--- src/rtl/spi_pkg.sv ---
// Shared SPI definitions: responder FSM states and the bus mode used by
// both this responder and the master driver.
package spi_pkg;

  typedef enum logic {
    IDLE,
    SHIFT
  } spi_state_e;

  localparam bit SPI_CPOL = 1'b0;
  localparam bit SPI_CPHA = 1'b0;

endpackage

--- src/rtl/spi_sync.sv ---
// Multi-flop synchronizer for one SPI pin with rise/fall detection on the
// synchronized level.
module spi_sync #(
  parameter int unsigned STAGES  = 2,
  parameter logic        RST_VAL = 1'b0
) (
  input  logic clk,
  input  logic rst,
  input  logic i_d,
  output logic o_level,
  output logic o_rise,
  output logic o_fall
);

  logic [STAGES-1:0] r_sync;
  logic              r_dly;
  logic [STAGES:0]   r_fill;
  logic              w_armed;

  always_ff @(posedge clk) begin
    if (rst) begin
      r_sync <= {STAGES{RST_VAL}};
      r_dly  <= RST_VAL;
      r_fill <= '0;
    end else begin
      r_sync <= {r_sync[STAGES-2:0], i_d};
      r_dly  <= r_sync[STAGES-1];
      r_fill <= {r_fill[STAGES-1:0], 1'b1};
    end
  end

  // Edges are masked until the chain holds real pin samples, so the step
  // from the reset value to the live pin level is not reported as an edge.
  always_comb begin
    w_armed = r_fill[STAGES];
    o_level = r_sync[STAGES-1];
    o_rise  = w_armed &  r_sync[STAGES-1] & ~r_dly;
    o_fall  = w_armed & ~r_sync[STAGES-1] &  r_dly;
  end

endmodule

--- src/rtl/spi_peripheral.sv ---
// SPI mode-0 responder: oversampled pins, one word per DATA_WIDTH clocks,
// one-entry transmit buffer with valid/ready and a receive strobe.
module spi_peripheral
  import spi_pkg::*;
#(
  parameter int unsigned DATA_WIDTH  = 8,
  parameter int unsigned SYNC_STAGES = 2
) (
  input  logic                  clk,
  input  logic                  rst,
  input  logic                  SPI_CLK,
  input  logic                  SPI_EN,
  input  logic                  SPI_MOSI,
  output logic                  SPI_MISO,
  input  logic [DATA_WIDTH-1:0] tx_data,
  input  logic                  tx_valid,
  output logic                  tx_ready,
  output logic [DATA_WIDTH-1:0] rx_data,
  output logic                  rx_valid,
  output logic                  busy,
  output logic                  tx_underrun
);

  localparam int unsigned     CW   = $clog2(DATA_WIDTH);
  localparam logic [CW-1:0]   LAST = CW'(DATA_WIDTH - 1);

  logic w_sclk_level, w_sclk_rise, w_sclk_fall;
  logic w_en_level, w_en_rise, w_en_fall;
  logic w_mosi_level, w_mosi_rise_unused, w_mosi_fall_unused;
  logic w_sample, w_launch, w_wr, w_load;
  logic [DATA_WIDTH-1:0] w_rx_next;

  spi_state_e            r_state;
  logic                  r_miso;
  logic [CW-1:0]         r_bit_cnt;
  logic                  r_wrap;
  logic [DATA_WIDTH-2:0] r_shift_tx;
  logic [DATA_WIDTH-2:0] r_shift_rx;
  logic [DATA_WIDTH-1:0] r_rx_data;
  logic                  r_rx_valid;
  logic                  r_underrun;
  logic [DATA_WIDTH-1:0] r_buf;
  logic                  r_full;

  spi_sync #(.STAGES(SYNC_STAGES), .RST_VAL(1'b0)) u_sync_clk (
    .clk(clk), .rst(rst), .i_d(SPI_CLK),
    .o_level(w_sclk_level), .o_rise(w_sclk_rise), .o_fall(w_sclk_fall)
  );

  spi_sync #(.STAGES(SYNC_STAGES), .RST_VAL(1'b1)) u_sync_en (
    .clk(clk), .rst(rst), .i_d(SPI_EN),
    .o_level(w_en_level), .o_rise(w_en_rise), .o_fall(w_en_fall)
  );

  spi_sync #(.STAGES(SYNC_STAGES), .RST_VAL(1'b0)) u_sync_mosi (
    .clk(clk), .rst(rst), .i_d(SPI_MOSI),
    .o_level(w_mosi_level), .o_rise(w_mosi_rise_unused), .o_fall(w_mosi_fall_unused)
  );

  always_comb begin
    w_sample  = (SPI_CPOL ^ SPI_CPHA) ? w_sclk_fall : w_sclk_rise;
    w_launch  = (SPI_CPOL ^ SPI_CPHA) ? w_sclk_rise : w_sclk_fall;
    w_wr      = tx_valid & ~r_full;
    w_rx_next = {r_shift_rx, w_mosi_level};
    // r_wrap marks that the last bit of a word was sampled; the following
    // launch edge starts the next word unless the frame is ending.
    w_load    = ((r_state == IDLE) && w_en_fall) ||
                ((r_state == SHIFT) && !w_en_rise && w_launch && r_wrap);
  end

  always_ff @(posedge clk) begin
    if (rst) begin
      r_state    <= IDLE;
      r_miso     <= 1'b0;
      r_bit_cnt  <= '0;
      r_wrap     <= 1'b0;
      r_shift_tx <= '0;
      r_shift_rx <= '0;
      r_rx_data  <= '0;
      r_rx_valid <= 1'b0;
      r_underrun <= 1'b0;
      r_buf      <= '0;
      r_full     <= 1'b0;
    end else begin
      r_rx_valid <= 1'b0;
      r_underrun <= 1'b0;
      if (w_wr) r_buf <= tx_data;
      r_full <= w_wr | (r_full & ~w_load);

      if (w_load) begin
        r_state   <= SHIFT;
        r_bit_cnt <= '0;
        r_wrap    <= 1'b0;
        if (r_full) begin
          r_miso     <= r_buf[DATA_WIDTH-1];
          r_shift_tx <= r_buf[DATA_WIDTH-2:0];
        end else begin
          r_miso     <= 1'b0;
          r_shift_tx <= '0;
          r_underrun <= 1'b1;
        end
      end else if (r_state == SHIFT) begin
        if (w_en_rise) begin
          r_state   <= IDLE;
          r_miso    <= 1'b0;
          r_bit_cnt <= '0;
          r_wrap    <= 1'b0;
        end else if (w_sample) begin
          r_shift_rx <= w_rx_next[DATA_WIDTH-2:0];
          if (r_bit_cnt == LAST) begin
            r_bit_cnt  <= '0;
            r_wrap     <= 1'b1;
            r_rx_data  <= w_rx_next;
            r_rx_valid <= 1'b1;
          end else begin
            r_bit_cnt <= r_bit_cnt + 1'b1;
          end
        end else if (w_launch) begin
          r_miso     <= r_shift_tx[DATA_WIDTH-2];
          r_shift_tx <= r_shift_tx << 1;
        end
      end
    end
  end

  assign SPI_MISO    = r_miso;
  assign tx_ready    = ~r_full;
  assign rx_data     = r_rx_data;
  assign rx_valid    = r_rx_valid;
  assign busy        = ~w_en_level;
  assign tx_underrun = r_underrun;

endmodule

--- config.mk ---
export PLATFORM = sky130hd
export DESIGN_NAME = spi_peripheral
export DESIGN_NICKNAME = d
export VERILOG_FILES = /design/src/rtl/spi_pkg.sv /design/src/rtl/spi_sync.sv /design/src/rtl/spi_peripheral.sv
export SDC_FILE = /design/constraint.sdc
export NUM_CORES = 1
export LEC_CHECK = 0
export BUFFER_PORTS_ARGS = -buffer_cell sky130_fd_sc_hd__buf_2
export CAP_MARGIN = 20
export CORE_ASPECT_RATIO = 0.7
export CORE_MARGIN = 10
export CORE_UTILIZATION = 57
export DETAILED_ROUTE_END_ITERATION = 16
export PLACE_DENSITY = 0.78
export SYNTH_ARGS = -nofsm -noshare
export SYNTH_HDL_FRONTEND = slang
export SYNTH_SLANG_ARGS = --single-unit
--- constraint.sdc ---
create_clock -name clk -period 4.4 [get_ports clk]
set_clock_uncertainty 0.2 [all_clocks]
set_input_delay 0.66 -clock clk [delete_from_list [all_inputs] [get_ports clk]]
set_output_delay 0.66 -clock clk [all_outputs]
set_load 0.05 [all_outputs]
# Word level (Yosys, flattened, before mapping)
# Index checks and enable logic that the tools add are counted.
[totals]
ff_bits = 53
input_bits = 14
out_inout_bits = 13
[classes]
mux = 25
bitwise_logic = 20
n_eq_ne = 4
reduce_logical = 20
addsub = 1
[ops]
columns = ["op", "n"]
rows = [
  ["2-to-1 mux 7 bit", 6],
  ["2-to-1 mux 1 bit", 16],
  ["AND 1 bit", 10],
  ["2-to-1 mux 3 bit", 3],
  ["NOT 1 bit", 9],
  ["AND reduction 4 bit", 2],
  ["nonzero test 2 bit", 4],
  ["AND reduction 3 bit", 2],
  ["AND reduction 5 bit", 1],
  ["OR reduction 5 bit", 1],
  ["logical AND 1 bit", 4],
  ["OR reduction 2 bit", 2],
  ["adder 3 x 1 -> 3 bit (second input constant)", 1],
  ["== test 3 bit (second input constant)", 1],
  ["inequality test 3 bit (second input constant)", 1],
  ["nonzero test 3 bit", 1],
  ["inequality test 2 x 1 -> 1 bit (second input constant)", 1],
  ["inequality test 2 bit (second input constant)", 1],
  ["AND reduction 2 bit", 1],
  ["zero test 1 bit", 1],
  ["logical OR 1 bit", 1],
  ["OR 1 bit", 1],
]

# Logic depth before layout (Yosys ltp)
# Gate-level depths: netlist of the first run.
[logic_depth]
depth_word = 10
ltp_mapped = 7
mapped_depth_nobuf = 6

# Cells and area by module
# A second synthesis of the first run with hierarchy kept.
[unflattened]
cells_unflattened = 236
area_unflattened_um2 = 2262.2
[modules_own_cells]
columns = ["mod", "cells_per_inst", "area_per_inst_um2", "instances"]
rows = [
  ["spi_peripheral", 194, 1744.2, 1],
  ["spi_sync", 14, 172.7, 3],
]

# Worst setup path before layout of the first run
# No wires, ideal clock.
[synth_path]
path_kind = "register to output"
start = "reg r_full"
end = "out tx_ready"
n_path_buf = 1
stages_incl_launch_ff = 3
path_slack_ns = 2.693
t_arrival_ns = 0.847
path_cell_list = "dfxtp_1 -> clkbuf_1 -> inv_1"
[synth_between]
elab_chain_cells = 1
[synth_lines]
columns = ["item", "line_no", "rtl"]
rows = [
  ["from (decl)", "spi_peripheral.sv:43", "logic r_full;"],
  ["from (signal assigned)", "spi_peripheral.sv:88", "r_full <= w_wr | (r_full & ~w_load);"],
  ["NOT 1 bit", "spi_peripheral.sv:127", "assign tx_ready = ~r_full;"],
  ["to (decl)", "spi_peripheral.sv:17", "output logic tx_ready,"],
]
# Every way passes these cells.

# Worst setup path in the final report of the first run
# Same ends and word-level chain as after synthesis.

==> results.cfg, run 1 <==
[floorplan]
initial_utilization_pct = 61.1
core_area_mm2 = 0.00323
fp.dieW_um = 90.3
pin_count = 27
std_cell_rows = 17
die_y_um = 69.2
die-area_mm2 = 0.00626

[clocking]
cts_tree = built
clk-insertion-delay-late_ps = 300
ctsHoldBuffers = 0
clock-root-buffer = sky130_fd_sc_hd__clkbuf_8
cts_sinks = 50
cts.repair.resized = 0
cts_clk_pin_slew_worst_paths_ps = 80
cts_buffers = 5
post-cts-setup-buffers = 0
cts.path.max_buffers = 2
cts_max_level = 2

[setup_path]
nature_of_the_critical_path_endpoint = output pin
start_kind = register
critPathKind = register to output pin
cp_num_buf_inv = 2
critical_path_arrival_ps = 1250
critical_path.cell_chain = inv_1 -> buf_2
crit_path_max_incr_delay_ps = 540
critPathTopFamily = flip-flops
worstPathRequired_ps = 3540
r2r_cells = 5
worstSetupPathDepth = 2
cpMaxStageDelayCell = sky130_fd_sc_hd__dfxtp_1
worst-path-max-fanout = 10

[timing]
grt_setup_unrepaired = no
max_slew_margin_pct = 37.4
worst_pin_slew_ps = 937
maxClockFrequency_ghz = 0.475
total_of_endpoints_with_negative_setup_slack_in_the_final_report = 0
min_period_ps = 2110
final.period_utilization_pct = 47.9
fin_hold_ws_ps = 225
report.final.hold_viol_count = 0
postLayoutSetupSlackWorst_ps = 2290
final_tns_setup_ps = 0
slew_viol_final = 0

[logic_synthesis]
synth.lib_cells_used.distinct = 40
most_instantiated_flip_flop_cell_in_the_synthesis_netlist = sky130_fd_sc_hd__dfxtp_1
syn_area_mm2 = 0.00197
postSynthAreaPerCell_um2 = 9.63
synth_edf_count = 0
ys.warnings.count = 0
synthesis.nets = 221
synth_seq_area_share_pct = 50.7
yosys_register_bits = 50
async_reset_ff_share_pct = 0
postSynthCellCount = 205

[routing]
vias_per_cell = 5.50
route.vias.total = 1496
drtAntennaViolNets = 0
avgRoutedWirePerCell_um = 14.9
remaining_drc_errors = 0
postRouteWirelength_um = 4060
detailedRoute.firstIterationViolations = 125
drt_pre_antenna_iters = 4

[place]
place_hpwl_um = 2860
place_area_mm2 = 0.00207
gp_congestion = 0.802
portBuffers = 26
place_ws_ps = 2220

[global_route]
gr-total-overflow = 0
pin_count_of_the_biggest_net_entering_global_routing = 39
antenna_violations_before_repair = 0
global_route_wire_length_before_repair_um = 6780
vias_in_the_first_global_route = 1457
grt_util_all_layers_pct = 12.9

[worst_hold_path]
hold_class = register to register
worstHoldPathCells = 1

[pwr]
pwr_density_cell_mw_per_mm2 = 387
irDropWorstVdd_v = 0.000196
total_power_uw = 844
total_leakage_power_uw = 0.000868

[job]
timing.max_cap.violations = 0

[finish]
finish.instance_area_mm2 = 0.00218
synthToLayoutAreaGrowth_pct = 10.3
nNetsFinal = 241
antenna_cells = 0
drive_gt1_share_pct = 20.0

[status]
outcome = finished clean
cells in the final DEF (no fill, tap or decap), drive strengths merged:
cell	Yosys	routed
a32oi	2	2
a41o	1	1
and2	1	1
nand2	11	11
buf	8	26
nand3b	1	1
nand3	16	16
o22ai	1	1
a21boi	1	1
mux2i	15	15
inv	4	4
nor2b	11	11
bufinv	0	1
nand4	1	1
ha	2	2
o21a	1	1
a22oi	2	2
a21oi	24	24
a31oi	2	2
clkbuf	5	6
dfxtp	50	50
and3	3	3
o21ai	11	11
a41oi	1	1
nor2	23	23
and4bb	1	1
a31o	1	1
nand2b	3	3
a211o	1	1
or2	2	2
final cells by class:
class	instances	area (um^2)
clock buffers	6	82.6
clock inverters	1	30.0
fillers	270	1050
inverters	4	15.0
multi-input cells	138	861
flip-flops and latches	50	1000
well taps	47	58.8
repair buffers	26	130
where the power goes:
group	internal [uW]	total (uW)	switching [uW]
Sequential	464	474	10.1
Clock	182	323	141
Combinational	18.3	46.7	28.4
Total	664	844	180
logic make-up after synthesis:
logic type | after synthesis | synth area share (%)
buffers and inverters | 17 | 5.70
muxes | 15 | 7.60
DFF | 50 | 50.7
AOI/OAI and AO/OA | 48 | 15.5
adders and majority gates | 2 | 1.27
and+or+nand+nor | 73 | 19.3
synth_stat cells, types with 2 or more instances:
library cell                n  share of area (%)
sky130_fd_sc_hd__nand3_1   16                4.1
sky130_fd_sc_hd__a32oi_1    2               0.89
sky130_fd_sc_hd__nor2b_1   11                3.5
sky130_fd_sc_hd__inv_1      4               0.76
sky130_fd_sc_hd__buf_6      2                1.1
sky130_fd_sc_hd__nand2_1   11                2.1
sky130_fd_sc_hd__dfxtp_1   50                 51
sky130_fd_sc_hd__ha_1       2                1.3
sky130_fd_sc_hd__clkbuf_1   5               0.95
sky130_fd_sc_hd__buf_2      2               0.51
sky130_fd_sc_hd__nor2_1    23                4.4
sky130_fd_sc_hd__mux2i_1   15                7.6
sky130_fd_sc_hd__and3_1     2               0.63
sky130_fd_sc_hd__o21ai_0   10                2.5
sky130_fd_sc_hd__a21oi_1   23                5.8
sky130_fd_sc_hd__a22oi_1    2               0.76
sky130_fd_sc_hd__or2_2      2               0.63
metal layers:
layer / GRT usage (%) / routed length, um / vias to the layer above
met5: 0 / 0 / -
met4: 4.70 / 18 / 0
met3: 5.39 / 292 / 2
met2: 19.6 / 1910 / 54
met1: 16.0 / 1840 / 697
li1: - / - / 743
per-stage QoR:
stage	cells	util, %
floorplan	205	-
global placement	265	63.9
detailed placement	265	63.9
CTS	272	67.4
global route	272	67.4
finish	272	67.4
flip-flops by register name (all words and copies together) (netlist names), 2 cells and up:
register	flops
r_shift_rx	7
rx_data	8
r_shift_tx	7
r_bit_cnt	3
u_sync_en.r_fill	3
r_buf	8
u_sync_mosi.r_sync	2
u_sync_en.r_sync	2
u_sync_clk.r_sync	2
final timing paths:
check / from / to / slack, ps
setup / recovery: r_full / tx_ready / 2290
hold / removal: u_sync_en.r_sync[0] / u_sync_en.r_sync[1] / 220
hold reg to reg: u_sync_en.r_sync[0] / u_sync_en.r_sync[1] / 220
setup reg to reg: r_bit_cnt[0] / rx_data[5] / 2400
No activity file was read; power rests on OpenSTA's default activity.
==> run 2: changes to the inputs <==
- CORE_UTILIZATION: 57 -> 50
- PLACE_DENSITY: 0.78 -> 0.73
- clock period: 4.4 -> 1.75 ns (I/O delays scaled with it)
==> run 2 against run 1 <==
Combinational power grew to 3.1 times the previous value. Largest cell class unchanged. First-iteration DRC count is 0.80% lower. Total power grew to 2.6 times the previous value. Sequential power grew to 2.5 times the previous value. Hold slack worse by 220 ps. Clock power grew to 2.6 times the previous value. Non-clock buffer count is 20 higher. Via count is 4.2% higher. Largest power group unchanged. Critical path type is now register to register. Wire length is 1.5% higher. Clock-buffer cell count is 1 lower. Flip-flop and latch count stayed put. Register-to-register slack worse by 2300 ps. Highest routed layer unchanged.
==> results.cfg, run 2 (synthesized netlist as in run 1, its figures left out) <==
[routing]
drtAntennaViolNets = 0
avgRoutedWirePerCell_um = 13.8
remaining_drc_errors = 0
postRouteWirelength_um = 4120
detailedRoute.firstIterationViolations = 124
route.vias.total = 1559
vias_per_cell = 5.21
drt_pre_antenna_iters = 4

[floorplan]
core_area_mm2 = 0.00387
pin_count = 27
die_y_um = 72.6
initial_utilization_pct = 51.0
fp.dieW_um = 95.1
die-area_mm2 = 0.00690
std_cell_rows = 19

[pwr]
total_power_uw = 2170
total_leakage_power_uw = 0.000968
irDropWorstVdd_v = 0.000581
pwr_density_cell_mw_per_mm2 = 915

[finish]
mostFrequentLayoutCell = sky130_fd_sc_hd__dfxtp_1
nNetsFinal = 262
drive_gt1_share_pct = 23.9
final_cell_mix = 49 x sky130_fd_sc_hd__dfxtp_1, 26 x sky130_fd_sc_hd__buf_2, 23 x sky130_fd_sc_hd__a21oi_1, 23 x sky130_fd_sc_hd__nor2_1, 16 x sky130_fd_sc_hd__nand3_1
finish.instance_area_mm2 = 0.00237
synthToLayoutAreaGrowth_pct = 20.2
fillerInstances = 342
antenna_cells = 0

[clocking]
cts_tree = built
cts.path.max_buffers = 2
cts_clk_pin_slew_worst_paths_ps = 90
cts_sinks = 50
clk-insertion-delay-late_ps = 310
cts_buffers = 5
clock-root-buffer = sky130_fd_sc_hd__clkbuf_8
cts_max_level = 2

[global_route]
antenna_violations_before_repair = 0
vias_in_the_first_global_route = 1410
gr-total-overflow = 0
grt_util_all_layers_pct = 12.9
global_route_wire_length_before_repair_um = 6960
pin_count_of_the_biggest_net_entering_global_routing = 19

[status]
outcome = finished clean

[setup_path]
nature_of_the_critical_path_endpoint = register
critical_path_arrival_ps = 1650
critPathKind = register to register
critical_path.startpoint = r_state
start_kind = register
worst-path-max-fanout = 9
r2r_start = r_state
worstPathRequired_ps = 1760

[worst_hold_path]
hold_class = input port to register
hold_start = tx_data[7]

[timing]
slew_viol_final = 0
grt_setup_unrepaired = no
total_of_endpoints_with_negative_setup_slack_in_the_final_report = 0
final_tns_setup_ps = 0
fin_hold_ws_ps = 4.08
max_slew_margin_pct = 72.5
worst_pin_slew_ps = 409
min_period_ps = 1630
report.final.hold_viol_count = 0
maxClockFrequency_ghz = 0.612
final.period_utilization_pct = 93.4

[place]
gp_congestion = 0.885
portBuffers = 26
place_hpwl_um = 2790
place_area_mm2 = 0.00215

[job]
timing.max_cap.violations = 0
==> run 2: final timing paths <==
check	end	slack, ps	cells past startpoint
min	r_buf[7]	4	3
max reg2reg	tx_underrun	120	4
min reg2reg	u_sync_en.r_sync[1]	240	1
max	tx_underrun	120	4
==> run 2: layout make-up <==
| class | count | area (um^2) | area share (%) |
|---|---|---|---|
| Clock buffer | 5 | 68.8 | 2.90 |
| Timing Repair Buffer | 46 | 305 | 12.9 |
| Multi-Input combinational cell | 139 | 868 | 36.6 |
| Sequential cell | 50 | 1000 | 42.2 |
| Tap cell | 52 | 65.1 | 2.74 |
| Inverter | 4 | 15.0 | 0.633 |
| Clock inverter | 3 | 47.5 | 2.00 |
==> run 2: critical path, cell delays in order, from the launching register on <==
cell and delay, ps:
sky130_fd_sc_hd__dfxtp_1 470, sky130_fd_sc_hd__and4bb_4 260, sky130_fd_sc_hd__a31o_2 290, sky130_fd_sc_hd__buf_4 160
sky130_fd_sc_hd__and3_1 160
==> run 2: metal layers <==
metal	routed length, um	GRT usage, %	part of all wire, %	vias up
li1	-	-	-	798
met1	2010	18.5	49	693
met2	1680	16.2	41	56
met3	293	3.60	7.1	12
met4	131	7.62	3.2	0
met5	0	0	0	-
==> run 2: repair_timing <==
action                     in CTS  in global routing
hold endpoints to repair       10                  0
setup endpoints to repair       0                  7
gates resized for setup         0                  2
hold buffers                   10                  0
setup buffers                   0                  0
==> run 2: per-stage QoR <==
stage | utilization [%] | worst slack, ps | instances
2_1_floorplan | - | 192 | 205
4_1_cts | 61.0 | 8.56 | 298
3_3_place_gp | 55.4 | 139 | 280
5_1_grt | 61.2 | 9.90 | 299
3_5_place_dp | 55.4 | 60.0 | 280
6_report | 61.2 | 115 | 299
==> run 2: where the power goes <==
part / switching, uW / internal [uW] / leakage (uW)
sequential: 24.3 / 1170 / 0.000407
clock: 400 / 433 / 0.0000587
combinational: 77.1 / 69.4 / 0.000502
total: 502 / 1670 / 0.000968
